`config.mk`:
```
export PLATFORM = sky130hd
export DESIGN_NAME = lfsr_gen
export DESIGN_NICKNAME = d
export VERILOG_FILES = /design/src/rtl/lfsr_gen.sv
export SDC_FILE = /design/constraint.sdc
export NUM_CORES = 1
export LEC_CHECK = 0
export ABC_AREA = 1
export CAP_MARGIN = 25
export CORE_ASPECT_RATIO = 1.1
export CORE_UTILIZATION = 49
export CTS_BUF_LIST = sky130_fd_sc_hd__clkbuf_16
export CTS_CLUSTER_SIZE = 16
export DETAILED_ROUTE_END_ITERATION = 16
export PLACE_DENSITY_LB_ADDON = 0.1
export REMOVE_ABC_BUFFERS = 1
export SLEW_MARGIN = 20
export SYNTH_ARGS = -nofsm -noshare
export SYNTH_HDL_FRONTEND = slang
export SYNTH_SLANG_ARGS = --single-unit
```
`constraint.sdc`:
```
create_clock -name clk -period 1.9 [get_ports clk]
set_input_delay 0.475 -clock clk [delete_from_list [all_inputs] [get_ports clk]]
set_output_delay 0.475 -clock clk [all_outputs]
set_load 0.05 [all_outputs]
```
`src/rtl/lfsr_gen.sv`:
```
// lfsr_gen: parametrised Fibonacci LFSR with runtime seed load, step enable,
// zero-seed protection, lockup recovery and on-line period measurement.
//
// Parameters
//   WIDTH  register width (3..32)
//   TAPS   feedback mask; bit i set means q[i] enters the feedback XOR.
//          Bit WIDTH-1 must be set.
//   SEED   reset and fallback seed; must be non-zero.
//
// Ports
//   clk           in   rising-edge clock
//   rst           in   asynchronous active-high reset
//   en            in   advance the register one step this cycle
//   load          in   load seed_in this cycle (priority over en)
//   seed_in       in   runtime seed; all-zero selects SEED instead
//   q             out  current register state
//   serial_out    out  q[WIDTH-1], the bit shifted out
//   wrap          out  one-cycle pulse when a step lands on the active seed
//   count         out  steps since the last load, reset or wrap
//   period        out  step count of the last completed cycle
//   period_valid  out  set at the first wrap, cleared by load or reset
//
// Control handshake: there is no back-pressure. load and en are sampled on
// every rising edge; load wins over en, and with neither asserted every
// register holds. All outputs come straight from flops.
module lfsr_gen #(
  parameter int               WIDTH = 8,
  parameter logic [WIDTH-1:0] TAPS  = 8'hB8,
  parameter logic [WIDTH-1:0] SEED  = 8'h01
) (
  input  logic             clk,
  input  logic             rst,
  input  logic             en,
  input  logic             load,
  input  logic [WIDTH-1:0] seed_in,
  output logic [WIDTH-1:0] q,
  output logic             serial_out,
  output logic             wrap,
  output logic [WIDTH-1:0] count,
  output logic [WIDTH-1:0] period,
  output logic             period_valid
);

  localparam logic [WIDTH-1:0] ONE = WIDTH'(1);

  logic [WIDTH-1:0] state_q, state_d;
  logic [WIDTH-1:0] seed_q, seed_d;
  logic [WIDTH-1:0] count_q, count_d;
  logic [WIDTH-1:0] period_q, period_d;
  logic             period_valid_q, period_valid_d;
  logic             wrap_q, wrap_d;

  logic             fb;
  logic [WIDTH-1:0] shifted;
  logic [WIDTH-1:0] next_step;
  logic [WIDTH-1:0] load_seed;
  logic [WIDTH-1:0] count_inc;

  always_comb begin
    fb        = ^(state_q & TAPS);
    shifted   = {state_q[WIDTH-2:0], fb};
    // An all-zero state is a fixed point of the XOR feedback; jump back to
    // the active seed instead. Because the target equals seed_q, the wrap
    // path below treats it as a completed cycle automatically.
    next_step = (state_q == '0) ? seed_q : shifted;
    load_seed = (seed_in == '0) ? SEED : seed_in;
    count_inc = count_q + ONE;
  end

  always_comb begin
    state_d        = state_q;
    seed_d         = seed_q;
    count_d        = count_q;
    period_d       = period_q;
    period_valid_d = period_valid_q;
    wrap_d         = 1'b0;

    if (load) begin
      // period keeps its last value but is flagged stale.
      state_d        = load_seed;
      seed_d         = load_seed;
      count_d        = '0;
      period_valid_d = 1'b0;
    end else if (en) begin
      state_d = next_step;
      if (next_step == seed_q) begin
        wrap_d         = 1'b1;
        period_d       = count_inc;
        period_valid_d = 1'b1;
        count_d        = '0;
      end else begin
        // Silently wraps modulo 2^WIDTH for taps that never revisit the seed.
        count_d = count_inc;
      end
    end
  end

  always_ff @(posedge clk or posedge rst) begin
    if (rst) begin
      state_q        <= SEED;
      seed_q         <= SEED;
      count_q        <= '0;
      period_q       <= '0;
      period_valid_q <= 1'b0;
      wrap_q         <= 1'b0;
    end else begin
      state_q        <= state_d;
      seed_q         <= seed_d;
      count_q        <= count_d;
      period_q       <= period_d;
      period_valid_q <= period_valid_d;
      wrap_q         <= wrap_d;
    end
  end

  assign q            = state_q;
  assign serial_out   = state_q[WIDTH-1];
  assign wrap         = wrap_q;
  assign count        = count_q;
  assign period       = period_q;
  assign period_valid = period_valid_q;

endmodule

```
== Yosys cells after proc, flatten, opt, wreduce, memory -nomap -nowiden ==
Cells that the tools add are included.

* Input port bits: 12
* Output and inout port bits: 27
* Flip-flop bits (word level): 34

* Add/sub/neg operators: 1
* Equality and inequality tests: 1
* Bitwise operators: 1
* Reduce and logical (&&, ||, !) cells: 7
* Mux-type cells: 13

{| class="wikitable"
|+ Operators with widths
! operator !! number
|-
| 8-bit 2-to-1 mux || 7
|-
| 8-bit zero test || 2
|-
| 8-bit by 1-bit adder with 8-bit output, second input constant || 1
|-
| 8-bit equality test || 1
|-
| 8-bit XOR reduction || 1
|-
| 1-bit 2-to-1 mux || 6
|-
| 2-bit nonzero test || 2
|-
| 3-bit AND reduction || 1
|-
| 2-bit AND reduction || 1
|-
| 1-bit NOT || 1
|}

== Depth between registers and ports, before layout ==
* Word-level depth: 6
* Depth in mapped cells: 13
* Depth with buffers taken out: 13

== Least setup slack after synthesis ==
No wires, ideal clock.

* Kind: flip-flop to flip-flop
* From: register state_q[4] (netlist: q[4])
* To: register period_q[0] (netlist: period[0])
* Cell stages (with the launch flop): 13
* Arrival time: 1.905 ns
* Buffers on the path: 1
* Required time: 1.781 ns
* Path slack: -0.124 ns
* Clock period less this slack: 2.024 ns
* Cell sequence: dfrtp_1 > inv_1 > ha_1 > nand3_1 > nor2_2 > buf_4 > o21bai_1 > nand2_1 > nand2_2 > nor2_8 > nand3_4 > nand2_1 > nand2_1

* Cells in the longest elaborated chain, start to end: 4
* Elaborated cells between the ends (all ways): 5
* Classes of those cells: eq/ne: 1; mux: 1; reduce/logical: 3

{| class="wikitable"
|+ RTL lines
! item !! RTL line !! RTL
|-
| start: declaration || 46 || <nowiki>logic [WIDTH-1:0] state_q, state_d;</nowiki>
|-
| start signal: assignment || 107 || <nowiki>state_q <= state_d;</nowiki>
|-
| 8-bit XOR reduction or 8-bit zero test (tied branches) || 60, 65 ||
|-
| 8-bit 2-to-1 mux * || 65 || <nowiki>next_step = (state_q == '0) ? seed_q : shifted;</nowiki>
|-
| 8-bit equality test * || 86 || <nowiki>if (next_step == seed_q) begin</nowiki>
|-
| 3-bit AND reduction (no line) * || n/a ||
|-
| end signal: assignment || 110 || <nowiki>period_q <= period_d;</nowiki>
|-
| end: declaration || 49 || <nowiki>logic [WIDTH-1:0] period_q, period_d;</nowiki>
|}

Every way passes the cells marked *; elsewhere a longest branch is shown, timed or not.
A chain may end at the register's enable or synchronous reset.

== Worst setup path after layout ==
* From: register state_q[5] (netlist: q[5])
* To: register period_q[0] (netlist: period[0])

The elaborated chain is that of the path after synthesis.

==> reports/metrics.cfg <==
[sta]
tightest_slew_ns=0.4261
slew_viol_final=0
fin_crit_sh=0.9605
rsz0062_at_grt=true
setup-tns-final_ns=0
min_period_ns=1.825
holdWs_ns=0.4785
fmax_ghz=0.5479
slew-limit-headroom=0.7159
hold_viol_final=0
setup_violations=0
fin_skew_ns=0.002872

[layout]
syn_to_final_growth_pct=41.44
antenna_cells=0
drive_above_1_share=0.2979
layout_common_cells=nand2_1, buf_4, dfrtp_1, inv_1
final_common_cell=nand2_1
final_cells=330
nets=295
fillers=257

[clocking]
insertion_delay_ns=0.28
numCtsBuffers=5
root_buffer=clkbuf_16
htree_levels=2
cts_tree=built
cts.sinks=34
clk_path_buf_depth=2
cts_hold_buf=0
clkTransAtPathRegs_ns=0.05

[global_routing]
globalRouteTotalUtil=0.2449
grt_max_degree=35
grt_pass1_vias=1626
antenna_found_initial=0
grt_pass1_wl_um=7265
overflow=0

[power_and_ir_drop]
power_density_nw_per_um2=881.7
peakVddDrop_v=0.0005670
p_leak_nw=1.392
power_mw=2.270

[drt]
dr.pass1.iters=4
drt-wirelength-per-cell_um=13.44
vias=1732
route.detailed.drc=0
ant_nets=0
routed_wl_um=4436
vias_per_cell=5.248
drt_iter0_markers=106

[logic_synthesis]
syn-cell-area_sq_um=1820
synth.avg_cell_area_sq_um=8.055
ys_seq_area_frac=0.4687
ys_types=24
ys_ff_latch=34
synth_cells=226
yosys_warnings=0

[flow_run]
maxCapViolCount=0

[critical_path]
worst_r2r_startpoint=q[5]
reg2reg_depth=13
cp.required_ns=2.07
cp_max_fo=8
timing.rr.end=period[0]
worstSetupPathType=flip-flop to flip-flop
arrival_ns=1.99
cp.depth=13
worstPathCellList=inv_2 > ha_4 > nand2_4 > nor2_4 > nand2_4 > nand3_2 > nand2_1 > inv_1 > nand2_2 > nor2_8 > nand3_4 > nand2_2 > nand2_1
critPathMaxStageDelay_ns=0.39
critPathTopFamily=simple AND/OR/NAND/NOR gates
slowest_stage=dfrtp_1
cp-start-kind=flip-flop
reg2reg_slack_ns=0.07
cp_num_buf_inv=2
end_kind=flip-flop

[place]
dpl.hpwl_um=2973
numPortBuffers=38
place_congestion=0.8804
dp.cells=318

[hold_path]
hold_path_class=flip-flop to flip-flop
hold_end=period[7]
hold_path_depth=2
hold_start=period[7]

[die]
die_height_um=65.93
pin_count=39
start_util=0.5291
core_sq_um=3441
fp.dieArea_sq_um=3963
row_count=22
die_x_um=60.12

[run_status]
outcome=finished clean

==> repair_timing <==
| item | 4_1_cts | 5_1_grt |
|---|---|---|
| buffers inserted | 0 | 3 |
| hold endpoints to repair | 0 | 0 |
| pin swaps | 2 | 8 |
| resized for setup | 2 | 24 |
| gates cloned | 0 | 1 |
| endpoints found under the setup margin | 6 | 18 |
==> cell type report <==
cell class | count | area [sq um] | share of cell area
clock inverter | 3 | 45.04 | 0.01749
clock buffer | 5 | 125.1 | 0.04859
multi-input combinational | 154 | 913.4 | 0.3547
inverter | 34 | 127.6 | 0.04956
sequential | 34 | 853.3 | 0.3314
tap | 48 | 60.06 | 0.02332
timing repair buffer | 52 | 450.4 | 0.1749
==> worst min-delay path: stages (launching register included) <==
cell and delay, ns:
dfrtp_1 0.34, nand2_1 0.06, nand2_1 0.05
==> cells in the mapped netlist <==
cell | count | area, sq um
dfrtp_1 | 32 | 800.8
o21ai_1 | 1 | 5.000
nand3_4 | 1 | 17.52
a21oi_1 | 4 | 20.02
nor2_2 | 4 | 25.02
clkbuf_1 | 3 | 11.26
o221ai_1 | 8 | 70.07
nor2_1 | 5 | 18.77
nand2_2 | 4 | 25.02
nor2_8 | 2 | 40.04
inv_1 | 29 | 108.9
nand3b_1 | 1 | 7.510
o21ai_0 | 14 | 70.07
ha_1 | 2 | 25.02
nand3_1 | 18 | 90.09
nand4_1 | 9 | 56.30
nand2_1 | 69 | 259.0
nor3_1 | 2 | 10.01
a31oi_1 | 1 | 6.260
buf_4 | 2 | 15.01
o21bai_1 | 2 | 15.01
inv_2 | 5 | 18.77
dfstp_2 | 2 | 52.55
xor2_1 | 6 | 52.55
==> power by group <==
part	internal, mW	total (mW)	switching, mW
Clock	0.617	0.918	0.301
Sequential	0.772	0.818	0.0461
Combinational	0.193	0.535	0.342
Total	1.58	2.27	0.689
==> layer usage <==
| metal | track usage | vias up | part of all wire |
|---|---|---|---|
| li1 | - | 852 | - |
| met1 | 0.3241 | 819 | 0.43 |
| met2 | 0.3777 | 53 | 0.49 |
| met3 | 0.07045 | 8 | 0.059 |
| met4 | 0.08430 | 0 | 0.016 |
| met5 | 0 | - | 0 |
==> worst max path at each step <==
stage	from	end	slack, ns
3_5_place_dp	q[5]	count[4]	0.02
2_1_floorplan	q[7]	period[0]	-0.26
6_report	q[5]	period[0]	0.07
3_3_place_gp	q[5]	period[0]	0.03
5_1_grt	q[4]	period[0]	-0.06
4_1_cts	q[5]	period[0]	0.01
==> state kept, by name (all words and copies together) (netlist names) <==
signal        count
count             8
period_valid      1
wrap              1
q                 8
seed_q            8
period            8
==> cell families after synthesis <==
kind of cell | after synthesis | share of synthesized area
buffers and inverters | 39 | 0.08453
flip-flops | 34 | 0.4687
AO/OA/AOI/OAI | 30 | 0.1024
adder cells (fa/ha/maj) | 2 | 0.01374
XOR/XNOR | 6 | 0.02887
AND/OR/NAND/NOR | 115 | 0.3017
==> per-stage QoR <==
stage / worst slack [ns] / util / instance area, sq um
3_3_place_gp: 0.02767 / 0.6611 / 2275
5_1_grt: -0.05531 / 0.7484 / 2575
2_1_floorplan: -0.2560 / - / 1794
6_report: 0.07498 / 0.7484 / 2575
4_1_cts: 0.01265 / 0.7127 / 2452
3_5_place_dp: 0.02256 / 0.6611 / 2275
No activity file was read; power rests on OpenSTA's default activity.
